`src/rtl/stopwatch_btn_ctrl.sv`:
```
// stopwatch_btn_ctrl: debounced two-button front-end issuing start/stop/clear commands with ack wait and a lap FIFO.
// Define BTN_LONG_PRESS_EN to add a forced reset when btn_b is held for LONG_PRESS_CYCLES.
module stopwatch_btn_ctrl #(
   parameter logic [15:0] DEBOUNCE_CYCLES = 16'd50000,
   parameter int          ACK_TIMEOUT     = 8,
   parameter int          LAP_DEPTH       = 4
`ifdef BTN_LONG_PRESS_EN
   ,
   parameter logic [31:0] LONG_PRESS_CYCLES = 32'd100000000
`endif
) (
   input  logic                       clk,
   input  logic                       rst,
   input  logic                       i_btn_a,
   input  logic                       i_btn_b,
   input  logic [1:0]                 i_sw_status,
   input  logic [7:0]                 i_sw_minutes,
   input  logic [5:0]                 i_sw_seconds,
   output logic                       o_sw_start,
   output logic                       o_sw_stop,
   output logic                       o_sw_reset,
   output logic                       o_busy,
   output logic                       o_cmd_err,
   output logic [13:0]                o_lap_data,
   output logic                       o_lap_valid,
   input  logic                       i_lap_rd,
   output logic [$clog2(LAP_DEPTH):0] o_lap_count,
   output logic                       o_lap_overflow
);
   localparam int AW = $clog2(LAP_DEPTH);
   localparam int CW = $clog2(ACK_TIMEOUT + 1);
   typedef enum logic {READY, WAIT_ACK} state_t;
   state_t          r_state, w_state_nx;
   logic [1:0]      r_s1, r_s2, r_deb, r_deb_q, w_press;
   logic [15:0]     r_dcnt [2];
   logic [1:0]      r_exp, w_exp_nx;
   logic [CW-1:0]   r_ack_cnt, w_ack_nx;
   logic            r_err, w_err_nx, w_start_nx, w_stop_nx, w_reset_nx;
   logic            w_flush, w_lap, w_long, w_full, w_pop, w_push;
   logic [13:0]     r_mem [LAP_DEPTH];
   logic [AW-1:0]   r_wp, r_rp;
   logic [AW:0]     r_cnt;
   logic            r_ovf;
   // bit 0 is btn_a, bit 1 is btn_b throughout the input path
   always_ff @(posedge clk) begin
      if (rst) begin
         r_s1      <= '0;
         r_s2      <= '0;
         r_deb     <= '0;
         r_deb_q   <= '0;
         r_dcnt[0] <= '0;
         r_dcnt[1] <= '0;
      end else begin
         r_s1    <= {i_btn_b, i_btn_a};
         r_s2    <= r_s1;
         r_deb_q <= r_deb;
         for (int i = 0; i < 2; i++)
            if (r_s2[i] == r_deb[i]) r_dcnt[i] <= '0;
            else if (r_dcnt[i] == DEBOUNCE_CYCLES - 16'd1) begin
               r_deb[i]  <= r_s2[i];
               r_dcnt[i] <= '0;
            end else r_dcnt[i] <= r_dcnt[i] + 16'd1;
      end
   end
   assign w_press = r_deb & ~r_deb_q;
`ifdef BTN_LONG_PRESS_EN
   logic [31:0] r_hold;
   // saturates one past the trigger so a single hold fires only once
   always_ff @(posedge clk) begin
      if (rst || !r_deb[1]) r_hold <= '0;
      else if (r_hold != LONG_PRESS_CYCLES) r_hold <= r_hold + 32'd1;
   end
   assign w_long = r_deb[1] && r_hold == LONG_PRESS_CYCLES - 32'd1;
`else
   assign w_long = 1'b0;
`endif
   assign w_lap = w_press[1] && i_sw_status == 2'b01;
   always_comb begin
      w_state_nx = r_state;
      w_exp_nx   = r_exp;
      w_ack_nx   = r_ack_cnt;
      w_err_nx   = r_err;
      w_start_nx = 1'b0;
      w_stop_nx  = 1'b0;
      w_reset_nx = 1'b0;
      w_flush    = 1'b0;
      if (r_state == READY) begin
         if (w_press[0] && i_sw_status != 2'b11) begin
            w_start_nx = i_sw_status != 2'b01;
            w_stop_nx  = i_sw_status == 2'b01;
            w_exp_nx   = (i_sw_status == 2'b01) ? 2'b10 : 2'b01;
            w_state_nx = WAIT_ACK;
            w_ack_nx   = '0;
         end else if (w_press[1] && i_sw_status == 2'b10) begin
            w_reset_nx = 1'b1;
            w_flush    = 1'b1;
            w_exp_nx   = 2'b00;
            w_state_nx = WAIT_ACK;
            w_ack_nx   = '0;
         end
      end else if (i_sw_status == r_exp) w_state_nx = READY;
      else if (r_ack_cnt == CW'(ACK_TIMEOUT - 1)) begin
         w_err_nx   = 1'b1;
         w_state_nx = READY;
      end else w_ack_nx = r_ack_cnt + CW'(1);
      if (w_long) begin
         w_start_nx = 1'b0;
         w_stop_nx  = 1'b0;
         w_reset_nx = 1'b1;
         w_flush    = 1'b1;
         w_exp_nx   = 2'b00;
         w_state_nx = WAIT_ACK;
         w_ack_nx   = '0;
      end
   end
   always_ff @(posedge clk) begin
      if (rst) begin
         r_state    <= READY;
         r_exp      <= '0;
         r_ack_cnt  <= '0;
         r_err      <= 1'b0;
         o_sw_start <= 1'b0;
         o_sw_stop  <= 1'b0;
         o_sw_reset <= 1'b0;
      end else begin
         r_state    <= w_state_nx;
         r_exp      <= w_exp_nx;
         r_ack_cnt  <= w_ack_nx;
         r_err      <= w_err_nx;
         o_sw_start <= w_start_nx;
         o_sw_stop  <= w_stop_nx;
         o_sw_reset <= w_reset_nx;
      end
   end
   // a pop in the same cycle frees the slot a full FIFO needs for the push
   assign w_full = r_cnt == (AW+1)'(LAP_DEPTH);
   assign w_pop  = i_lap_rd && r_cnt != '0;
   assign w_push = w_lap && (!w_full || w_pop) && !w_flush;
   always_ff @(posedge clk) begin
      if (w_push) r_mem[r_wp] <= {i_sw_minutes, i_sw_seconds};
   end
   always_ff @(posedge clk) begin
      if (rst || w_flush) begin
         r_wp  <= '0;
         r_rp  <= '0;
         r_cnt <= '0;
         r_ovf <= 1'b0;
      end else begin
         if (w_push) r_wp <= r_wp + AW'(1);
         if (w_pop) r_rp <= r_rp + AW'(1);
         r_cnt <= r_cnt + (AW+1)'(w_push) - (AW+1)'(w_pop);
         if (w_lap && !w_push) r_ovf <= 1'b1;
      end
   end
   assign o_busy         = r_state == WAIT_ACK;
   assign o_cmd_err      = r_err;
   assign o_lap_valid    = r_cnt != '0;
   assign o_lap_count    = r_cnt;
   assign o_lap_overflow = r_ovf;
   assign o_lap_data     = o_lap_valid ? r_mem[r_rp] : '0;
endmodule

```
`config.mk`:
```
export PLATFORM = sky130hd
export DESIGN_NAME = stopwatch_btn_ctrl
export DESIGN_NICKNAME = d
export VERILOG_FILES = /design/src/rtl/stopwatch_btn_ctrl.sv
export SDC_FILE = /design/constraint.sdc
export NUM_CORES = 1
export LEC_CHECK = 0
export ABC_AREA = 1
export BUFFER_PORTS_ARGS = -buffer_cell sky130_fd_sc_hd__buf_2
export CAP_MARGIN = 20
export CORE_ASPECT_RATIO = 0.9
export CORE_MARGIN = 2
export CORE_UTILIZATION = 40
export CTS_BUF_LIST = sky130_fd_sc_hd__clkbuf_4 sky130_fd_sc_hd__clkbuf_8 sky130_fd_sc_hd__clkbuf_16
export DETAILED_ROUTE_END_ITERATION = 8
export GPL_ROUTABILITY_DRIVEN = 0
export MAX_ROUTING_LAYER = met4
export PLACE_DENSITY = 0.54
export SETUP_SLACK_MARGIN = 0.02
export SYNTH_ARGS = -nofsm -noshare
export SYNTH_HDL_FRONTEND = slang
export SYNTH_SLANG_ARGS = --single-unit
```
`constraint.sdc`:
```
create_clock -name clk -period 2.6 [get_ports clk]
set_input_delay 0.39 -clock clk [delete_from_list [all_inputs] [get_ports clk]]
set_output_delay 0.39 -clock clk [all_outputs]
set_load 0.01 [all_outputs]
```
* Word level (Yosys, flattened, before mapping) *
Memory sizes are Yosys's and may differ from the RTL's. A register that Yosys moved wholly into a read port is not among the register bits.
Index checks and enable logic that the tools add are counted.

storage, ports and cells
  register bits after elaboration = 27
  RAM bits = 88
  input bits = 21
  output and inout bits = 24
  logic and storage cells = 122
  memories kept = 2

memories
  name    words  bits a word  read ports  clocked after Yosys merged registers in  wr ports  line  source
  r_mem   4      14           1           1                                        1         40    logic [13:0] r_mem [LAP_DEPTH];
  r_dcnt  2      16           2           0                                        2         35    logic [15:0] r_dcnt [2];

cells by class
  add/sub/neg operators = 7
  equality and inequality tests = 13
  multiplexer cells = 50
  bitwise logic cells = 13
  reduce and logical (&&, ||, !) cells = 21

operators by type and width
  operator                                                                count
  16-bit two-way mux                                                      6
  1-bit two-way mux                                                       33
  16-bit by 1-bit adder with 16-bit output (second input constant)        2
  16-bit equality test (second input constant)                            2
  4-bit two-way mux                                                       5
  14-bit two-way mux                                                      1
  2-bit two-way mux                                                       5
  1-bit logical AND                                                       7
  2-bit != test (second input constant)                                   3
  1-bit OR                                                                6
  2-bit AND reduction                                                     3
  3-bit AND reduction                                                     2
  3-bit nonzero test                                                      2
  1-bit NOT                                                               5
  2-bit by 1-bit adder with 2-bit output (second input constant)          2
  4-bit by 1-bit adder with 4-bit output (second input constant)          1
  4-bit by 3-bit equality test with 1-bit output (second input constant)  1
  3-bit by 1-bit adder with 3-bit output                                  1
  3-bit equality test (second input constant)                             1
  1-bit logical NOT                                                       3
  3-bit OR reduction                                                      1
  3-bit by 1-bit subtractor with 3-bit output                             1
  2-bit AND                                                               1
  1-bit equality test                                                     2
  7 further kinds                                                         8

* Depth between registers and ports, before layout *
Gate-level depths: netlist of run 1.

  depth in word-level cells = 10
  depth in mapped cells = 11
  gate-level depth less buffers = 11

* Worst setup path before layout of run 1 *
Ideal clock, no wire load.

  kind = input to register
  from = input i_sw_status[0]
  to = register r_cnt[2], in the netlist o_lap_count[2]
  library setup time = 0.117 ns
  data arrival time = 1.970 ns
  data required time = 2.483 ns
  path slack = 0.513 ns
  cell stages on the path = 10
  path buffers = 0
  path through = inv_1 > nor3_2 > nand2_2 > ha_1 > inv_1 > ha_1 > fa_1 > xnor2_1 > xnor2_1 > nor2_1

between the ends
  word-level cells in the longest chain between the ends = 9
  elaborated cells between the ends (all ways) = 15
  classes of those cells = add/sub (2); eq/ne (3); mux (3); reduce/logical (7)

ends and longest elaborated chain
  item                                         line  source
  start, declared                              16    input logic [1:0] i_sw_status,
  2-bit equality test                          94    end else if (w_press[1] && i_sw_status == 2'b10) begin
  1-bit logical AND                            94
  1-bit two-way mux                            94
  1-bit two-way mux (2 in series)              -
  1-bit logical NOT                            138   assign w_push = w_lap && (!w_full || w_pop) && !w_flush;
  1-bit logical AND                            138
  3-bit by 1-bit adder with 3-bit output       151   r_cnt <= r_cnt + (AW+1)'(w_push) - (AW+1)'(w_pop);
  3-bit by 1-bit subtractor with 3-bit output  151
  end signal, assigned                         151
  end, declared                                42    logic [AW:0] r_cnt;

Several ways; a longest one is shown, not always the timed one.
A chain may end at the register's enable or synchronous reset.

==> results.md, run 1 <==
- Status: complete, no violations
- Endpoints failing setup: 0
- Part of the power in registers: 0.381
- Synth async-reset ratio: 0
- Cts-stage hold buffer count: 0
- Layout Utilization: 0.501
- Vias in the first global route: 3787
- DRC: 0
- CP top delay family: buffers and inverters
- Num CTS Buffers: 17
- I/O pin total: 45
- Syn Inst Count: 559
- Setup TNS: 0 ns
- Setup repair after global routing missed its margin: no
- Cts repair resizes: 0
- Largest net degree at the start of global routing: 29
- Synth warnings: 0
- IO buf count: 44
- Top cells by count, synth: nor2_1 (112), edfxtp_1 (88), nand2_1 (70)
- Drt total wl: 10600 µm
- Core area: 13200 µm²
- Slowest stage cell, crit path: inv_2
- Crit path buffers/inverters: 3
- Worst Path Arrival: 1.82 ns
- TritonCTS clock tree: yes
- Max Freq: 452 MHz
- Cell at the root of the clock tree: clkbuf_16
- Setup Buffers After CTS: 0
- GRT Overall Usage: 0.165
- DR pass1 iterations: 4
- DR vias: 3879
- P per Cell Area: ~840 nW/µm²
- Clk Latency, worst-skew pair: 0.41 ns
- Dpl hpwl: just over 7000 µm
- CP endpoint kind: output pin
- Worst-Margin Slew: 0.530 ns
- Area growth from synthesis to layout: 23.6%
- Most common cell in the netlist: nor2_1
- Die Ht: between 100 and 150 µm
- Sequential fraction of the synthesis area: 0.604
- Crit Path Class: reg2out
- Mapped Area: roughly 5300 µm²
- First-pass GRT wire length: around 18000 µm
- Avg Vias per Cell: roughly 4.7
- Switching share of total power: 0.255
- Clk pin slew, worst setup/hold paths: 0.06 ns
- # fillers: 1219
- Crit Path Max Fanout: 28
- Fin area: roughly 6600 µm²
- Final period util: 0.851
- Antenna violations before repair: 0
- Avg WL per Cell: between 10 and 15 µm
- Post-synth top area cell: edfxtp_1
- Synth top area share: 0.495
- H-tree levels: 4
- Top_reg_cell synth: edfxtp_1
- Max VDD drop: between 0.3 and 0.4 mV
- Hold WC Path Type: in2reg
- Mean cell area of the mapped netlist: 9.54 µm²
- Distinct cells, synth: 33
- Inserted Diodes: 0
- First DRT Iteration DRCs: 258
- Die W: 126 µm
- Maxcap violations: 0
- Layout Skew: 0.00922 ns
- Leak pwr: approximately 0.0026 µW
- Slew Viols, Final: 0
- Ordered cell list for the critical path: buf_4 -> inv_2 -> o21ai_0 -> a21oi_1 -> buf_2
- Clock power frac: 0.464
- Slowest stage delay, CP: 0.33 ns
- Logic pwr share: 0.155
- Max Buffers Root-to-Sink: 2
- Post-synth EDFFs: 88
- Layout cells sized above 1: 0.158
- NetSw: 1410 µW
- Fin nets: 682
- Row count: 40
- WP data required: 2.21 ns
- Initial Util: 0.405
- Max transition margin: 0.645
- Final hold vios: 0
- Post-layout min period: approximately 2.2 ns
- Crit path launch type: register
- Total overflow reported by the global router: 0
- Die area: 14300 µm²
- DP Area: a little under 6000 µm²
- P_int: ~4100 µW
- Number of clock sinks: approximately 120
- Final ANT Viol Nets: 0
- Yosys reg bits: between 100 and 150
- Synth top area cells: edfxtp_1 (50%), dfxtp_1 (11%), nor2_1 (7.9%), nand2_1 (4.9%), inv_1 (4.6%)
==> sequential cells by signal, indices dropped and copies added (netlist names), named ones only <==
register and cells:
r_mem 56, r_dcnt 32, r_ack_cnt 4, o_lap_count 3
r_deb 2, r_deb_q 2, r_exp 2, r_rp 2
r_s1 2, r_s2 2, r_wp 2, o_busy 1
o_cmd_err 1, o_lap_overflow 1, o_sw_reset 1, o_sw_start 1
o_sw_stop 1
==> metrics by stage <==
step	instances	setup WS [ns]	hold WS [ns]	total power, µW
after CTS	832	0.369	0.178	5610
after floorplan	590	0.513	0.388	2690
after detailed placement	800	0.313	0.395	3020
final	832	0.388	0.195	5540
after global routing	832	0.226	0.178	5810
after global placement	800	0.354	0.396	3000
==> path summary, 6_finish.rpt <==
kind / start / end / slack [ns] / cells after the start
worst max-delay path: register / o_lap_data[3] / 0.39 / 5
worst min-delay path: i_sw_seconds[0] / r_mem[0][0] / 0.20 / 1
worst max register to register: o_lap_count[1] / o_lap_count[2] / 0.54 / 11
worst min register to register: r_s1[1] / r_s2[1] / 0.40 / 2
==> kinds of logic after synthesis <==
logic type	Yosys count	synth area share
adder cells (fa/ha/maj)	10	0.0249
buffers and inverters	82	0.0605
flip-flops	117	0.604
AND/OR/NAND/NOR	257	0.216
AO/OA/AOI/OAI	82	0.0776
XOR/XNOR	10	0.0164
other	1	0.000703
==> cells in the final DEF (no fill, tap or decap), types with 2 or more instances in the layout <==
cell / netlist / routed
nor2_1: 112 / 112
edfxtp_1: 88 / 88
nand2_1: 70 / 70
inv_1: 66 / 66
a21oi_1: 45 / 45
buf_2: 3 / 44
o21ai_0: 34 / 34
conb_1: 1 / 32
dfxtp_1: 29 / 29
nand3_1: 27 / 27
clkbuf_16: 0 / 18
nand4_1: 14 / 14
nor3_1: 13 / 13
ha_1: 9 / 9
xor2_1: 7 / 7
buf_4: 1 / 6
nor2_4: 4 / 4
inv_2: 4 / 4
nand2_2: 4 / 4
nor3b_1: 4 / 4
bufinv_16: 0 / 4
nor3_2: 3 / 3
xnor2_1: 3 / 3
clkbuf_8: 0 / 3
buf_12: 0 / 3
nand3_2: 2 / 2
o22ai_1: 2 / 2
clkinv_4: 0 / 2
clkinvlp_4: 0 / 2
==> layer usage <==
layer / wire length, µm / part of all wire / track usage / up-vias
li1: - / - / - / 2029
met1: 5050 / 0.48 / 0.206 / 1759
met2: 4950 / 0.47 / 0.252 / 75
met3: 474 / 0.045 / 0.0511 / 16
met4: 132 / 0.012 / 0.0703 / 0
met5: 0 / 0 / - / -
==> final cells by class <==
cell class	instances	area [µm²]	area share
Timing Repair Buffer	53	325	0.0493
Tap cell	168	210	0.0319
Sequential cell	117	3220	0.489
Clock buffer	22	499	0.0757
Multi-Input combinational cell	391	1910	0.289
Inverter	71	267	0.0404
Clock inverter	10	166	0.0252
==> power by group through the flow <==
stage | sequential [µW] | clock, µW | combinational [µW]
floorplan | 2150 | 0 | 534
global placement | 2150 | 0 | 850
detailed placement | 2150 | 0 | 864
CTS | 2110 | 2630 | 866
global route | 2120 | 2710 | 978
finish | 2110 | 2570 | 858
No activity file was read; power rests on OpenSTA's default activity.
==> inputs of run 2 (changes only) <==
Settings changed: REMOVE_ABC_BUFFERS set to 1.
==> run 2 against run 1 <==
Power down 7.3%. Register-to-register slack got worse by 0.05 ns. Non-clock buffer count did not move. Die area stayed put. Via count up 1.1%. Global-route usage decreased by 0.69 points. Highest routed layer unchanged. Clock-buffer cell count fell by 5. Largest power group unchanged.
==> results.md, run 2 (synthesis gave the netlist of run 1 again) <==
- Status: complete, no violations
- Avg WL per Cell: 12.4 µm (-2.4%)
- Hold WC Path Type: in2reg
- Leak pwr: 0.00255 µW (-2.2%)
- Reg2Reg Setup Slack: 0.49 ns (-0.05 ns)
- Die Ht: 114 µm (unchanged)
- Max Freq: 456 MHz (+0.82%)
- Core area: 13200 µm² (unchanged)
- Layout cells sized above 1: 0.157 (-0.00151)
- GRT Overall Usage: 0.158 (-0.00695)
- Max VDD drop: 0.445 mV (+16%)
- Layout Skew: 0.0123 ns (+0.00304 ns)
- Final hold vios: 0 (unchanged)
- WP data required: 2.21 ns (about the same)
- Number of clock sinks: 117 (unchanged)
- Post-layout min period: 2.19 ns (-0.0181 ns)
- Cts-stage hold buffer count: 0 (unchanged)
- Avg Vias per Cell: 4.71 (+1.1%)
- DR vias: 3921 (+1.1%)
- DRC: 0 (unchanged)
- Final ANT Viol Nets: 0 (unchanged)
- Crit Path Class: reg2out
- Total overflow reported by the global router: 0 (unchanged)
- CP endpoint kind: output pin
- Clk pin slew, worst setup/hold paths: 0.06 ns (about the same)
- First DRT Iteration DRCs: 266 (+3.1%)
- Dpl hpwl: 6880 µm (-3.7%)
- Cell at the root of the clock tree: clkbuf_16
- Worst Path Arrival: 1.80 ns (-0.02 ns)
- Post-Place Cells: 800 (unchanged)
- Setup WS pre-CTS: 0.274 ns (-0.0389 ns)
- Commonest cells after routing, fill and taps aside: nor2_1 (112), edfxtp_1 (88), nand2_1 (70)
- Crit Path Max Fanout: 14 (-50%)
- Cts repair resizes: 0 (unchanged)
- Max Buffers Root-to-Sink: 2 (unchanged)
- TritonCTS clock tree: yes
- Most common cell after layout, fill and taps aside: nor2_1
- Area growth from synthesis to layout: 20.9%
- Biggest register: r_mem
- Max reg flops: 56 (unchanged)
- Largest net degree at the start of global routing: 29 (unchanged)
- IO buf count: 44 (unchanged)
- Row count: 40 (unchanged)
- Die W: 126 µm (unchanged)
- First-pass GRT wire length: 17500 µm (-2.3%)
- I/O pin total: 45 (unchanged)
- DR pass1 iterations: 4 (unchanged)
- Min Hold Slack: 0.184 ns (-0.0110 ns)
- Drt total wl: 10300 µm (-2.4%)
- Worst-Margin Slew: 0.511 ns (-0.0187 ns)
- Clk Latency, worst-skew pair: 0.42 ns (about the same)
- # fillers: 1247 (+2.3%)
- Setup repair after global routing missed its margin: no
- Crit path launch type: register
- Inserted Diodes: 0 (unchanged)
- Final period util: 0.844 (-0.00696)
- Num CTS Buffers: 17 (unchanged)
- Vias in the first global route: 3781 (-0.16%)
- Initial Util: 0.405 (unchanged)
- Setup TNS: 0 ns (unchanged)
- Max transition margin: 0.659 (+0.0134)
- H-tree levels: 4 (unchanged)
- Endpoints failing setup: 0 (unchanged)
- Final Worst Setup Slack: 0.406 ns (+0.0181 ns)
- Finished Layout Cells: 832 (unchanged)
- Fin nets: 682 (unchanged)
- Setup Buffers After CTS: 0 (unchanged)
- Antenna violations before repair: 0 (unchanged)
- Slew Viols, Final: 0 (unchanged)
- Maxcap violations: 0 (unchanged)
- Largest regs: r_mem: 56 flops, r_dcnt: 32 flops, r_ack_cnt: 4 flops
- Fin area: 6450 µm² (-2.2%)
- P per Cell Area: 797 nW/µm² (-5.2%)
- DP Area: 5890 µm² (-0.63%)
- Die area: 14300 µm² (unchanged)
## run 2: cell types whose count changed in the layout (fill, tap and decap cells not counted), sizes merged
cell    before  now
bufinv       4    1
clkinv       4   11
clkbuf      22   17
inv         71   72
## run 2: critical path, stage by stage (launching register included)
cell and delay, ns:
dfxtp_1 0.48, buf_4 0.26, nor2_1 0.07, nor2_1 0.10, o21ai_0 0.10, a21oi_1 0.20, buf_2 0.17
## run 2: final timing paths
path | start | end | depth (start not counted)
worst max-delay path | register | o_lap_data[10] | 6
worst min-delay path | i_sw_seconds[2] | r_mem[0][2] | 1
worst max register to register | r_deb[1] | o_lap_count[2] | 10
worst min register to register | r_s1[1] | r_s2[1] | 2
## run 2: final cells by class
cell class	instances	area [µm²]	share of cell area
well taps	168	210	0.0326
clock inverters	15	133	0.0206
clock buffers	17	425	0.0659
inverters	71	267	0.0413
multi-input cells	391	1910	0.295
repair buffers	53	288	0.0446
flip-flops and latches	117	3220	0.500
## run 2: through the flow
stage	total power, µW	util
after floorplan	2660	-
after global placement	3000	0.448
after detailed placement	3010	0.448
after CTS	5210	0.490
after global routing	5380	0.490
final	5140	0.490
## run 2: where the power goes
group          switching (µW)  leakage (µW)  internal, µW
logic                     530       0.00121           309
registers                58.0       0.00107          2070
clock network             865      0.000272          1310
## run 2: metal layers
layer  up-vias  global-route usage  wire, µm
met5         -                   -         0
li1       2030                   -         -
met1      1820               0.194      4850
met3        13              0.0488       460
met4         0              0.0637       169
met2        58               0.247      4870
